## src/rtl/rotator_sequencer_if.sv

```systemverilog
// rotator_sequencer_if -- stage-side stream and control bundle for rotator_sequencer.
//   master : upstream/testbench side (drives in_valid, in_sof, flush)
//   slave  : sequencer side (drives in_ready, S, rot_addr, rot_en, drain,
//            out_valid, frame_done, sof_err)
// LOG2N must match the sequencer instance (rot_addr is LOG2N-1 bits).
interface rotator_sequencer_if #(
  parameter int LOG2N = 3
);
  logic             in_valid;
  logic             in_sof;
  logic             in_ready;
  logic             flush;
  logic             S;
  logic [LOG2N-2:0] rot_addr;
  logic             rot_en;
  logic             drain;
  logic             out_valid;
  logic             frame_done;
  logic             sof_err;

  modport master (
    output in_valid, in_sof, flush,
    input  in_ready, S, rot_addr, rot_en, drain, out_valid, frame_done, sof_err
  );

  modport slave (
    input  in_valid, in_sof, flush,
    output in_ready, S, rot_addr, rot_en, drain, out_valid, frame_done, sof_err
  );
endinterface

```

## src/rtl/rotator_sequencer.sv

```systemverilog
// rotator_sequencer -- control sequencer for one radix-2 SDF FFT stage.
// Counts accepted samples per N-point frame (N = 2**LOG2N), drives the
// butterfly select S and rotator index, flags difference terms that need
// rotation (rot_en), and drains the final half-frame on flush.
//
// Ports:
//   clk, rst        clock, asynchronous active-high reset
//   bus (slave)     in_valid/in_sof/flush in; in_ready, S, rot_addr, rot_en,
//                   drain, out_valid, frame_done, sof_err out (all registered)
// Parameters:
//   LOG2N   (>=2)   log2 of frame length
//   ROT_LAT (>=0)   rotator memory read latency; out_valid/frame_done are
//                   delayed by it so they line up with the rotator data
// Build option:
//   ROTSEQ_SOF_CHECK_EN  when defined, in_sof at a nonzero index in RUN
//                        resyncs the frame and pulses sof_err; otherwise
//                        in_sof is only looked at in IDLE.
module rotator_sequencer #(
  parameter int LOG2N   = 3,
  parameter int ROT_LAT = 1
) (
  input logic                clk,
  input logic                rst,
  rotator_sequencer_if.slave bus
);
  localparam logic [LOG2N-1:0] LAST_IDX  = '1;
  localparam logic [LOG2N-1:0] HALF_LAST = {1'b0, {(LOG2N-1){1'b1}}};

  typedef enum logic [1:0] {IDLE, RUN, FLUSH} state_t;

  state_t           state_q, state_d;
  logic [LOG2N-1:0] cnt_q, cnt_d;
  logic             primed_q, primed_d;
  logic             pend_q, pend_d;
  logic             in_ready_q, in_ready_d;
  logic             s_q, s_d;
  logic [LOG2N-2:0] rot_addr_q, rot_addr_d;
  logic             rot_en_q, rot_en_d;
  logic             drain_q, drain_d;
  logic             sof_err_q, sof_err_d;
  logic [ROT_LAT:0] vld_pipe_q, vld_pipe_d;
  logic [ROT_LAT:0] fd_pipe_q, fd_pipe_d;

  logic             accept;
  logic             proc;       // a sample (or drain slot) is emitted this cycle
  logic             fdone;      // last drain slot
  logic             resync;
  logic             prim_eff;   // primed as seen by the sample being processed
  logic [LOG2N-1:0] idx;        // index the current sample is processed as

  always_comb begin
    state_d    = state_q;
    cnt_d      = cnt_q;
    primed_d   = primed_q;
    pend_d     = pend_q;
    proc       = 1'b0;
    fdone      = 1'b0;
    s_d        = 1'b0;
    rot_addr_d = '0;
    rot_en_d   = 1'b0;
    drain_d    = 1'b0;
    sof_err_d  = 1'b0;
    resync     = 1'b0;
    idx        = cnt_q;
    prim_eff   = primed_q;
    accept     = bus.in_valid & in_ready_q;

    case (state_q)
      IDLE: begin
        cnt_d    = '0;
        primed_d = 1'b0;
        pend_d   = 1'b0;
        // Samples without SOF are swallowed; flush is meaningless here.
        if (accept && bus.in_sof) begin
          proc    = 1'b1;
          cnt_d   = LOG2N'(1);
          state_d = RUN;
        end
      end

      RUN: begin
        if (accept) begin
`ifdef ROTSEQ_SOF_CHECK_EN
          if (bus.in_sof && cnt_q != '0) begin
            resync    = 1'b1;
            idx       = '0;
            sof_err_d = 1'b1;
          end
`endif
          prim_eff   = primed_q & ~resync;
          proc       = 1'b1;
          s_d        = idx[LOG2N-1];
          rot_addr_d = idx[LOG2N-2:0];
          // Fill-half delay-line outputs are difference terms of the
          // previous frame, so only rotate once a full frame has gone in.
          rot_en_d   = ~idx[LOG2N-1] & prim_eff;
          cnt_d      = idx + LOG2N'(1);
          primed_d   = prim_eff | (idx == LAST_IDX);
          // An accept always wins over flush; the request waits for the
          // next idle slot at a frame boundary.
          pend_d     = (pend_q | bus.flush) & prim_eff;
        end else if ((bus.flush || pend_q) && primed_q && cnt_q == '0) begin
          state_d = FLUSH;
          pend_d  = 1'b0;
        end else if (bus.flush && primed_q) begin
          pend_d = 1'b1;
        end
      end

      FLUSH: begin
        proc       = 1'b1;
        drain_d    = 1'b1;
        rot_en_d   = 1'b1;
        rot_addr_d = cnt_q[LOG2N-2:0];
        cnt_d      = cnt_q + LOG2N'(1);
        if (cnt_q == HALF_LAST) begin
          fdone    = 1'b1;
          state_d  = IDLE;
          cnt_d    = '0;
          primed_d = 1'b0;
        end
      end

      default: state_d = IDLE;
    endcase

    in_ready_d = (state_d != FLUSH);
  end

  // out_valid/frame_done ride a shift register ROT_LAT stages past the
  // registered control outputs.
  always_comb begin
    vld_pipe_d    = vld_pipe_q;
    fd_pipe_d     = fd_pipe_q;
    vld_pipe_d[0] = proc;
    fd_pipe_d[0]  = fdone;
    for (int i = 1; i <= ROT_LAT; i++) begin
      vld_pipe_d[i] = vld_pipe_q[i-1];
      fd_pipe_d[i]  = fd_pipe_q[i-1];
    end
  end

  always_ff @(posedge clk or posedge rst) begin
    if (rst) begin
      state_q    <= IDLE;
      cnt_q      <= '0;
      primed_q   <= 1'b0;
      pend_q     <= 1'b0;
      in_ready_q <= 1'b0;
      s_q        <= 1'b0;
      rot_addr_q <= '0;
      rot_en_q   <= 1'b0;
      drain_q    <= 1'b0;
      sof_err_q  <= 1'b0;
      vld_pipe_q <= '0;
      fd_pipe_q  <= '0;
    end else begin
      state_q    <= state_d;
      cnt_q      <= cnt_d;
      primed_q   <= primed_d;
      pend_q     <= pend_d;
      in_ready_q <= in_ready_d;
      s_q        <= s_d;
      rot_addr_q <= rot_addr_d;
      rot_en_q   <= rot_en_d;
      drain_q    <= drain_d;
      sof_err_q  <= sof_err_d;
      vld_pipe_q <= vld_pipe_d;
      fd_pipe_q  <= fd_pipe_d;
    end
  end

  assign bus.in_ready   = in_ready_q;
  assign bus.S          = s_q;
  assign bus.rot_addr   = rot_addr_q;
  assign bus.rot_en     = rot_en_q;
  assign bus.drain      = drain_q;
  assign bus.sof_err    = sof_err_q;
  assign bus.out_valid  = vld_pipe_q[ROT_LAT];
  assign bus.frame_done = fd_pipe_q[ROT_LAT];
endmodule
```

## src/flat_wrapper.sv

```systemverilog
// flat-port wrapper written by rule: the top's interface ports become plain ports
module rotator_sequencer_flat 
#(
  parameter int LOG2N   = 3,
  parameter int ROT_LAT = 1
)
  (clk, rst, bus_in_valid, bus_in_sof, bus_flush, bus_in_ready, bus_S, bus_rot_addr, bus_rot_en, bus_drain, bus_out_valid, bus_frame_done, bus_sof_err);
  rotator_sequencer_if #(.LOG2N(LOG2N)) bus_i ();
  input logic clk;
  input logic rst;
  input wire logic [$bits(bus_i.in_valid)-1:0] bus_in_valid;
  input wire logic [$bits(bus_i.in_sof)-1:0] bus_in_sof;
  input wire logic [$bits(bus_i.flush)-1:0] bus_flush;
  output wire logic [$bits(bus_i.in_ready)-1:0] bus_in_ready;
  output wire logic [$bits(bus_i.S)-1:0] bus_S;
  output wire logic [$bits(bus_i.rot_addr)-1:0] bus_rot_addr;
  output wire logic [$bits(bus_i.rot_en)-1:0] bus_rot_en;
  output wire logic [$bits(bus_i.drain)-1:0] bus_drain;
  output wire logic [$bits(bus_i.out_valid)-1:0] bus_out_valid;
  output wire logic [$bits(bus_i.frame_done)-1:0] bus_frame_done;
  output wire logic [$bits(bus_i.sof_err)-1:0] bus_sof_err;
  assign bus_i.in_valid = bus_in_valid;
  assign bus_i.in_sof = bus_in_sof;
  assign bus_i.flush = bus_flush;
  assign bus_in_ready = bus_i.in_ready;
  assign bus_S = bus_i.S;
  assign bus_rot_addr = bus_i.rot_addr;
  assign bus_rot_en = bus_i.rot_en;
  assign bus_drain = bus_i.drain;
  assign bus_out_valid = bus_i.out_valid;
  assign bus_frame_done = bus_i.frame_done;
  assign bus_sof_err = bus_i.sof_err;
  rotator_sequencer #(.LOG2N(LOG2N), .ROT_LAT(ROT_LAT)) u_core (.clk(clk), .rst(rst), .bus(bus_i));
endmodule
```

## config.mk

```make
export PLATFORM = sky130hd
export DESIGN_NAME = rotator_sequencer_flat
export DESIGN_NICKNAME = d
export VERILOG_FILES = /design/src/rtl/rotator_sequencer_if.sv /design/src/rtl/rotator_sequencer.sv /design/src/flat_wrapper.sv
export SDC_FILE = /design/constraint.sdc
export NUM_CORES = 1
export LEC_CHECK = 0
export ABC_AREA = 1
export CELL_PAD_IN_SITES_DETAIL_PLACEMENT = 1
export CELL_PAD_IN_SITES_GLOBAL_PLACEMENT = 1
export CORE_UTILIZATION = 41
export CTS_CLUSTER_DIAMETER = 60
export DETAILED_ROUTE_END_ITERATION = 8
export GPL_TIMING_DRIVEN = 0
export PLACE_DENSITY_LB_ADDON = 0.1
export SYNTH_ARGS = -nofsm -noshare
export SYNTH_HDL_FRONTEND = slang
export SYNTH_SLANG_ARGS = --single-unit
export TNS_END_PERCENT = 5
```

## constraint.sdc

```tcl
create_clock -name clk -period 2.45 [get_ports clk]
set_input_delay 0.245 -clock clk [delete_from_list [all_inputs] [get_ports clk]]
set_output_delay 0.245 -clock clk [all_outputs]
set_load 0.03 [all_outputs]
```

## Word level (Yosys, flattened, before mapping)

Cells that the tools add are included.

- Multiplexer cells: 28
- Bitwise operators: 6
- Reduce and logical (&&, ||, !) cells: 12
- Add/subtract/negate cells: 1
- Equality and inequality tests: 8

Operator list:

| kind | count |
|---|---|
| $mux W1 | 14 |
| $mux W2 | 5 |
| $pmux W3 S3 | 1 |
| $mux W3 | 2 |
| $pmux W1 S3 | 2 |
| $pmux W2 S3 | 1 |
| $logic_and A1 B1 Y1 | 4 |
| $ne A2 B1 Y1 const B | 2 |
| $ne A4 B1 Y1 const B | 1 |
| $pmux W1 S2 | 2 |
| $pmux W2 S2 | 1 |
| $reduce_and A2 Y1 | 2 |
| $add A3 B1 Y3 const B | 1 |
| $and A1 B1 Y1 | 3 |
| $eq A3 B2 Y1 const B | 1 |
| $eq A3 B3 Y1 const B | 1 |
| $logic_not A3 Y1 | 1 |
| $reduce_and A3 Y1 | 1 |
| $reduce_bool A3 Y1 | 1 |
| $eq A2 B1 Y1 const B | 1 |
| $eq A2 B2 Y1 const B | 1 |
| $logic_not A2 Y1 | 1 |
| $ne A2 B2 Y1 const B | 1 |
| $or A1 B1 Y1 | 2 |
| 3 further kinds | 3 |

- Output and inout bits: 9
- Bits of input ports: 5
- Flip-flop bits (word level): 17
- Logic and storage cells: 66

## Longest topological paths before layout

Gate-level depths: netlist of run 1.

- Depth after elaboration: 7
- Mapped depth: 9
- Depth with buffers taken out: 9

## Least setup slack after synthesis of run 1

OpenSTA, ideal clock, no wires.

- Path type: reg-to-reg
- Start point: register u_core.cnt_q[0]
- End point: register u_core.in_ready_q, in the netlist u_core.bus.in_ready
- Slack: 1.176 ns
- Arrival: 1.153 ns
- Stages on the path, launching flop included: 9
- Required time: 2.329 ns
- Library setup time: 0.121 ns
- Clock period less this slack: 1.274 ns
- Buffers on the path: 0
- Cell sequence: dfrtp_1 -> ha_1 -> ha_1 -> inv_1 -> a21oi_1 -> nand2_1 -> nand2_1 -> a21oi_2 -> nand2_1

- Cells in the longest elaborated chain, start to end: 6
- Elaborated cells between the ends (all ways): 8
- Those cells by class: 2 x eq/ne; 4 x mux; 2 x reduce/logical

RTL lines:

| element | RTL line | source |
|---|---|---|
| start: declaration | rotator_sequencer.sv:32 | `logic [LOG2N-1:0] cnt_q, cnt_d;` |
| start signal: assignment | rotator_sequencer.sv:159 | `cnt_q <= cnt_d;` |
| $logic_not A3 Y1 | rotator_sequencer.sv:102 | `end else if ((bus.flush \|\| pend_q) && primed_q && cnt_q == '0) begin` |
| $logic_and A1 B1 Y1 | rotator_sequencer.sv:102 |  |
| $mux W2 | rotator_sequencer.sv:102 |  |
| $mux W2 | rotator_sequencer.sv:82 | `if (accept) begin` |
| $pmux W2 S3 (*) | rotator_sequencer.sv:68 | `case (state_q)` |
| named net u_core.state_d[1] | rotator_sequencer.sv:31 | `state_t state_q, state_d;` |
| $ne A2 B2 Y1 (*) | rotator_sequencer.sv:127 | `in_ready_d = (state_d != FLUSH);` |
| named net u_core.in_ready_d | rotator_sequencer.sv:35 | `logic in_ready_q, in_ready_d;` |
| end signal: assignment | rotator_sequencer.sv:162 | `in_ready_q <= in_ready_d;` |
| end: declaration | rotator_sequencer.sv:35 |  |

Mark *: on every way through the listed nets, which the timed path passes. The rest lies on a longest branch.
A chain may end at the register's enable or synchronous reset.

## Worst setup path after layout of run 1

- Start point: register u_core.in_ready_q, in the netlist u_core.bus.in_ready
- End point: output port bus_in_ready

RTL lines:

| element | RTL line | source |
|---|---|---|
| end: declaration | flat_wrapper.sv:14 | `output wire logic [$bits(bus_i.in_ready)-1:0] bus_in_ready;` |

No word-level cell between the ends.

==> flow_metrics.env, run 1 <==
export IMPL_outcome="complete, no violations"
export IMPL_wire_per_inst_um=13.4
export IMPL_fin_area_um2=1070
export IMPL_nets=133
export IMPL_worst_ep_required_time_ns=2.20
export IMPL_drtIter0Drc=5
export IMPL_postRouteWirelength_um=1940
export IMPL_cts_tree="done"
export IMPL_vias=722
export IMPL_synth_mux_area_frac=0
export IMPL_ys_types=20
export IMPL_crit_chain="clkdlybuf4s50_1"
export IMPL_vdd_drop_max_mv=0.520
export IMPL_syn_avg_cell_area_um2=8.70
export IMPL_switching_share=0.398
export IMPL_max_slew_worst_pin_slew_ns=0.628
export IMPL_synth_main_ff_cell="dfrtp_1"
export IMPL_fin_skew_ns=0.00457
export IMPL_worstSkewPairLatency_ns=0.28
export IMPL_core_um2=2000
export IMPL_synth_top_area_cell="dfrtp_1"
export IMPL_pin_count=14
export IMPL_startpoint="u_core.bus.in_ready$_DFF_PP0_"
export IMPL_p_sw_mw=0.332
export IMPL_clk_pin_slew_worst_paths_ns=0.09
export IMPL_crit_family="buffers and inverters"
export IMPL_synthXorXnorAreaFrac=0
export IMPL_hp_class="in2async"
export IMPL_crit_slowest_cell="clkdlybuf4s50_1"
export IMPL_grt_pass1_vias=722
export IMPL_synth_compound_area_frac=0.0719
export IMPL_slew_headroom=0.581
export IMPL_gp_congestion=0.764
export IMPL_via_per_inst=4.98
export IMPL_synthAdderAreaFrac=0.127
export IMPL_leakage_nw=0.552
export IMPL_netlist_area_um2=887
export IMPL_synth_edf_count=0
export IMPL_cts_buffers=3
export IMPL_yosysTopAreaCellShare=0.480
export IMPL_fin_tns_setup_ns=0
export IMPL_synth_top_family_by_area="simple AND/OR/NAND/NOR gates"
export IMPL_synth_simple_area_share=0.241
export IMPL_overflow=0
export IMPL_crit_arrival_ns=1.39
export IMPL_dr_pass1_iters=4
export IMPL_syn_to_final_growth_pct=20.3
export IMPL_ys_async_sr_fraction=1.00
export IMPL_final_setup_viol_count=0
export IMPL_rows=16
export IMPL_start_kind="flop"
export IMPL_die_w_um=48.5
export IMPL_grt_pass1_wl_um=3270
export IMPL_dpl_hpwl_um=1560
export IMPL_hold_viol=0
export IMPL_htreeDepth=1
export IMPL_antenna_cells=0
export IMPL_rsz0062_at_grt="no"
export IMPL_initial_core_util=0.443
export IMPL_slew_violations=0
export IMPL_pwr_share_seq=0.422
export IMPL_post_dp_cell_area_um2=1040
export IMPL_ys_ff_latch=17
export IMPL_fmax_ghz=0.613
export IMPL_dieArea_um2=2350
export IMPL_powerDensity_nw_per_um2=783
export IMPL_end_kind="primary output"
export IMPL_root_buffer="clkbuf_4"
export IMPL_yosysMostFrequentCell="nand2_1"
export IMPL_ys_seq_area_frac=0.480
export IMPL_hold_buffers=0
export IMPL_cap_violations=0
export IMPL_track_usage=0.187
export IMPL_netlist_top_cells_area="dfrtp_1 (48%), ha_1 (13%), nand2_1 (8.5%)"
export IMPL_max_stage_delay_ns=0.69
export IMPL_synth_nets=116
export IMPL_post_route_min_period_ns=1.63
export IMPL_p_int_mw=0.503
export IMPL_port_buffers=12
export IMPL_crit_type="reg2out"
export IMPL_crit_buf_inv=1
export IMPL_comb_power_share=0.406
export IMPL_antenna_found_initial=0
export IMPL_die_h_um=48.5
export IMPL_clkPwrFrac=0.172
export IMPL_syn_inst=102
export IMPL_synthTopCellsByCount="nand2_1 (20), dfrtp_1 (17), inv_1 (15), nor2_1 (15), ha_1 (9)"
export IMPL_grt_max_degree=18
export IMPL_ys_warnings_count=0
export IMPL_clockBufferDepth=2
export IMPL_layout_drive_gt1_share=0.110
export IMPL_drtAntennaViolNets=0
export IMPL_cts_sinks=17
export IMPL_path_max_fanout=4
export IMPL_fin_crit_sh=0.666
export IMPL_drc=0
export IMPL_post_cts_resized=0
export IMPL_reg2reg_from="u_core.cnt_q[0]$_DFFE_PP0P_"
export IMPL_post_cts_buffers=0
[placed cells by master (no fill, tap or decap), types with 2 or more instances in the layout]
cell type / instances
nand2_1: 20
clkdlybuf4s50_1: 12
a21oi_1: 4
o21ai_1: 2
nor2_1: 15
nand2_2: 5
inv_1: 15
dfrtp_1: 17
ha_1: 9
nand3_1: 4
clkbuf_4: 3
[sequential cells by signal, indices dropped and copies added (netlist names)]
signal,flops
u_core.cnt_q,3
u_core.bus.rot_addr,2
u_core.fd_pipe_q,2
u_core.state_q,2
u_core.vld_pipe_q,2
u_core.bus.S,1
u_core.bus.drain,1
u_core.bus.in_ready,1
u_core.bus.rot_en,1
u_core.pend_q,1
u_core.primed_q,1
[metrics by stage]
step / setup WS (ns) / instances / util / hold WS, ns / power (mW)
after global placement: 1.02 / 141 / 0.520 / 0.332 / 0.677
after floorplan: 1.18 / 102 / - / 0.171 / 0.597
final: 0.819 / 145 / 0.533 / 0.339 / 0.835
after CTS: 0.806 / 145 / 0.533 / 0.359 / 0.843
after detailed placement: 0.971 / 141 / 0.520 / 0.339 / 0.695
after global routing: 0.771 / 145 / 0.533 / 0.379 / 0.910
[layer usage]
| layer | global-route usage | wire length (um) | vias up | share of wire |
|---|---|---|---|---|
| met5 | 0 | 0 | - | 0 |
| met4 | 0.0294 | 13 | 0 | 0.0067 |
| met3 | 0.0692 | 88 | 2 | 0.045 |
| met2 | 0.326 | 1010 | 14 | 0.52 |
| met1 | 0.225 | 832 | 357 | 0.43 |
| li1 | - | - | 349 | - |
[power groups by stage]
stage | clock, mW | sequential, mW | combinational [mW]
4_1_cts | 0.150 | 0.353 | 0.340
3_5_place_dp | 0 | 0.359 | 0.336
3_3_place_gp | 0 | 0.356 | 0.321
2_1_floorplan | 0 | 0.368 | 0.228
5_1_grt | 0.168 | 0.358 | 0.384
6_report | 0.144 | 0.352 | 0.339
[path summary, 6_finish.rpt]
path / depth (start not counted) / to / slack, ns
min in group clk: 0 / u_core.vld_pipe_q[1]$_DFF_PP0_ / 0.36
worst max register to register: 8 / u_core.primed_q$_DFFE_PP0P_ / 0.92
worst min-delay path: 2 / u_core.cnt_q[2]$_DFFE_PP0P_ / 0.34
max in group asynchronous: 2 / u_core.pend_q$_DFFE_PP0P_ / 1.71
worst min register to register: 0 / u_core.vld_pipe_q[1]$_DFF_PP0_ / 0.36
worst max-delay path: 1 / bus_in_ready / 0.82
[area by class of cell]
class	count	area, um2
fill	243	935
sequential	17	425
multi-input combinational	68	394
timing repair buffer	12	120
inverter	16	60.1
tap	27	33.8
clock buffer	4	26.3
buffer	1	7.51
[cells by family after synthesis]
family | Yosys count
AO/OA/AOI/OAI | 10
adder cells (fa/ha/maj) | 9
buffers and inverters | 17
flip-flops | 17
other | 1
AND/OR/NAND/NOR | 48
Note: power is estimated with default switching activity, not from simulation.
==> inputs of run 2 (changes only) <==
Settings changed: CORE_UTILIZATION 41 to 35.
Clock period 2.45 ns to 1.4 ns, I/O delays scaled along.
==> run 2 against run 1 <==
First-iteration DRC count is 40% lower; critical path depth grew 7; sequential share of layout area down 3.4 points; final cell count grew 2.8%; sequential power increased by 80%; cell area grew 10%; count of clock-buffer cells in the layout fell by 1.
==> flow_metrics.env, run 2 (synthesis gave the netlist of run 1 again) <==
export IMPL_antenna_cells=0
export IMPL_grt_pass1_wl_um=3130
export IMPL_slew_headroom=0.568
export IMPL_postRouteWirelength_um=2120
export IMPL_largest_reg_flops=3
export IMPL_fin_hold_ws_ns=0.229
export IMPL_vias=718
export IMPL_dpl_hpwl_um=1510
export IMPL_overflow=0
export IMPL_post_dp_cell_area_um2=1040
export IMPL_fin_area_um2=1170
export IMPL_clockBufferDepth=2
export IMPL_end_kind="flop"
export IMPL_path_max_fanout=4
export IMPL_die_h_um=52.3
export IMPL_start_kind="flop"
export IMPL_syn_to_final_growth_pct=32.3
export IMPL_hp_class="in2async"
export IMPL_layout_drive_gt1_share=0.289
export IMPL_crit_arrival_ns=1.62
export IMPL_drc=0
export IMPL_slew_violations=0
export IMPL_layout_cells_most_common_list="nand2_1 (19), dfrtp_1 (15), nor2_1 (13), inv_1 (9), dlygate4sd2_1 (8)"
export IMPL_cts_tree="done"
export IMPL_gp_congestion=0.773
export IMPL_initial_core_util=0.386
export IMPL_pin_count=14
export IMPL_die_w_um=52.3
export IMPL_root_buffer="clkbuf_4"
export IMPL_leakage_nw=0.595
export IMPL_rsz0062_at_grt="yes"
export IMPL_via_per_inst=4.82
export IMPL_mostFrequentLayoutCell="nand2_1"
export IMPL_post_route_min_period_ns=1.38
export IMPL_largest_register="u_core.cnt_q"
export IMPL_crit_type="reg2reg"
export IMPL_nets=136
export IMPL_cts_sinks=17
export IMPL_powerDensity_nw_per_um2=1430
export IMPL_htreeDepth=1
export IMPL_final_setup_viol_count=0
export IMPL_worst_ep_required_time_ns=1.65
export IMPL_fmax_ghz=0.726
export IMPL_final_core_util=0.511
export IMPL_vdd_drop_max_mv=0.758
export IMPL_antenna_found_initial=0
export IMPL_port_buffers=12
export IMPL_max_stage_delay_ns=0.44
export IMPL_rows=17
export IMPL_hold_buffers=0
export IMPL_core_um2=2300
export IMPL_hold_viol=0
export IMPL_crit_slowest_cell="dfrtp_1"
export IMPL_outcome="complete, no violations"
export IMPL_max_slew_worst_pin_slew_ns=0.647
export IMPL_wire_per_inst_um=14.2
export IMPL_cts_buffers=3
export IMPL_crit_chain="inv_1 > ha_1 > inv_1 > nor2_2 > nor2_1 > nor2_1 > nand2_1 > nand2_1"
export IMPL_track_usage=0.160
export IMPL_dr_pass1_iters=3
export IMPL_dieArea_um2=2740
export IMPL_filler_cell_count=280
export IMPL_drtIter0Drc=3
export IMPL_cap_violations=0
export IMPL_drtAntennaViolNets=0
export IMPL_grt_pass1_vias=704
export IMPL_fin_skew_ns=0.00588
export IMPL_clk_pin_slew_worst_paths_ns=0.11
export IMPL_grt_max_degree=18
export IMPL_worstSkewPairLatency_ns=0.30
export IMPL_fin_crit_sh=0.983
## run 2: final timing paths
check                                                    start                              to  slack (ns)  cells after the start
min in group clk                u_core.vld_pipe_q[0]$_DFF_PP0_  u_core.vld_pipe_q[1]$_DFF_PP0_        0.37                      0
worst min register to register  u_core.vld_pipe_q[0]$_DFF_PP0_  u_core.vld_pipe_q[1]$_DFF_PP0_        0.37                      0
worst max register to register     u_core.state_q[1]$_DFF_PP0_   u_core.bus.in_ready$_DFF_PP0_        0.02                      8
worst max-delay path               u_core.state_q[1]$_DFF_PP0_   u_core.bus.in_ready$_DFF_PP0_        0.02                      8
max in group asynchronous                                  rst     u_core.cnt_q[2]$_DFFE_PP0P_        0.71                      2
worst min-delay path                                       rst  u_core.vld_pipe_q[1]$_DFF_PP0_        0.23                      2
## run 2: final cells by class
class / count / area (um2) / share of cell area
Buffer: 1 / 7.51 / 0.00640
Clock buffer: 3 / 22.5 / 0.0192
Clock inverter: 1 / 5.00 / 0.00426
Inverter: 16 / 62.6 / 0.0533
Multi-Input combinational cell: 68 / 480 / 0.409
Sequential cell: 17 / 428 / 0.365
Tap cell: 28 / 35.0 / 0.0299
Timing Repair Buffer: 15 / 133 / 0.113
## run 2: stage by stage
stage / TNS [ns] / setup slack (ns) / total power, mW / instances
after floorplan: 0 / 0.126 / 1.04 / 102
after CTS: 0 / 0.00389 / 1.49 / 146
after global placement: -0.0325 / -0.0271 / 1.19 / 142
after detailed placement: -0.0608 / -0.0292 / 1.22 / 142
final: 0 / 0.0232 / 1.68 / 149
after global routing: -0.142 / -0.0649 / 1.81 / 149
## run 2: worst max-delay path: cells and delay by family (launching register included)
family | cells | cell delay, ns
flops | 1 | 0.44
simple gates | 5 | 0.45
buf+inv | 2 | 0.21
fa+ha+maj | 1 | 0.22
## run 2: power by group
| part | internal, mW | total (mW) | switching (mW) |
|---|---|---|---|
| registers | 0.572 | 0.633 | 0.0611 |
| clock network | 0.106 | 0.274 | 0.167 |
| logic | 0.305 | 0.774 | 0.469 |
## run 2: layer usage
layer / routed length [um] / vias up / global-route usage
met4: 36 / 0 / 0.0658
met1: 939 / 351 / 0.199
met5: 0 / - / 0
met3: 44 / 4 / 0.0261
li1: - / 355 / -
met2: 1100 / 8 / 0.272
## run 2: timing repair
item,CTS,global route
resized for setup,11,23
setup buffers,0,3
setup endpoints to repair,14,11
pin swaps,0,7
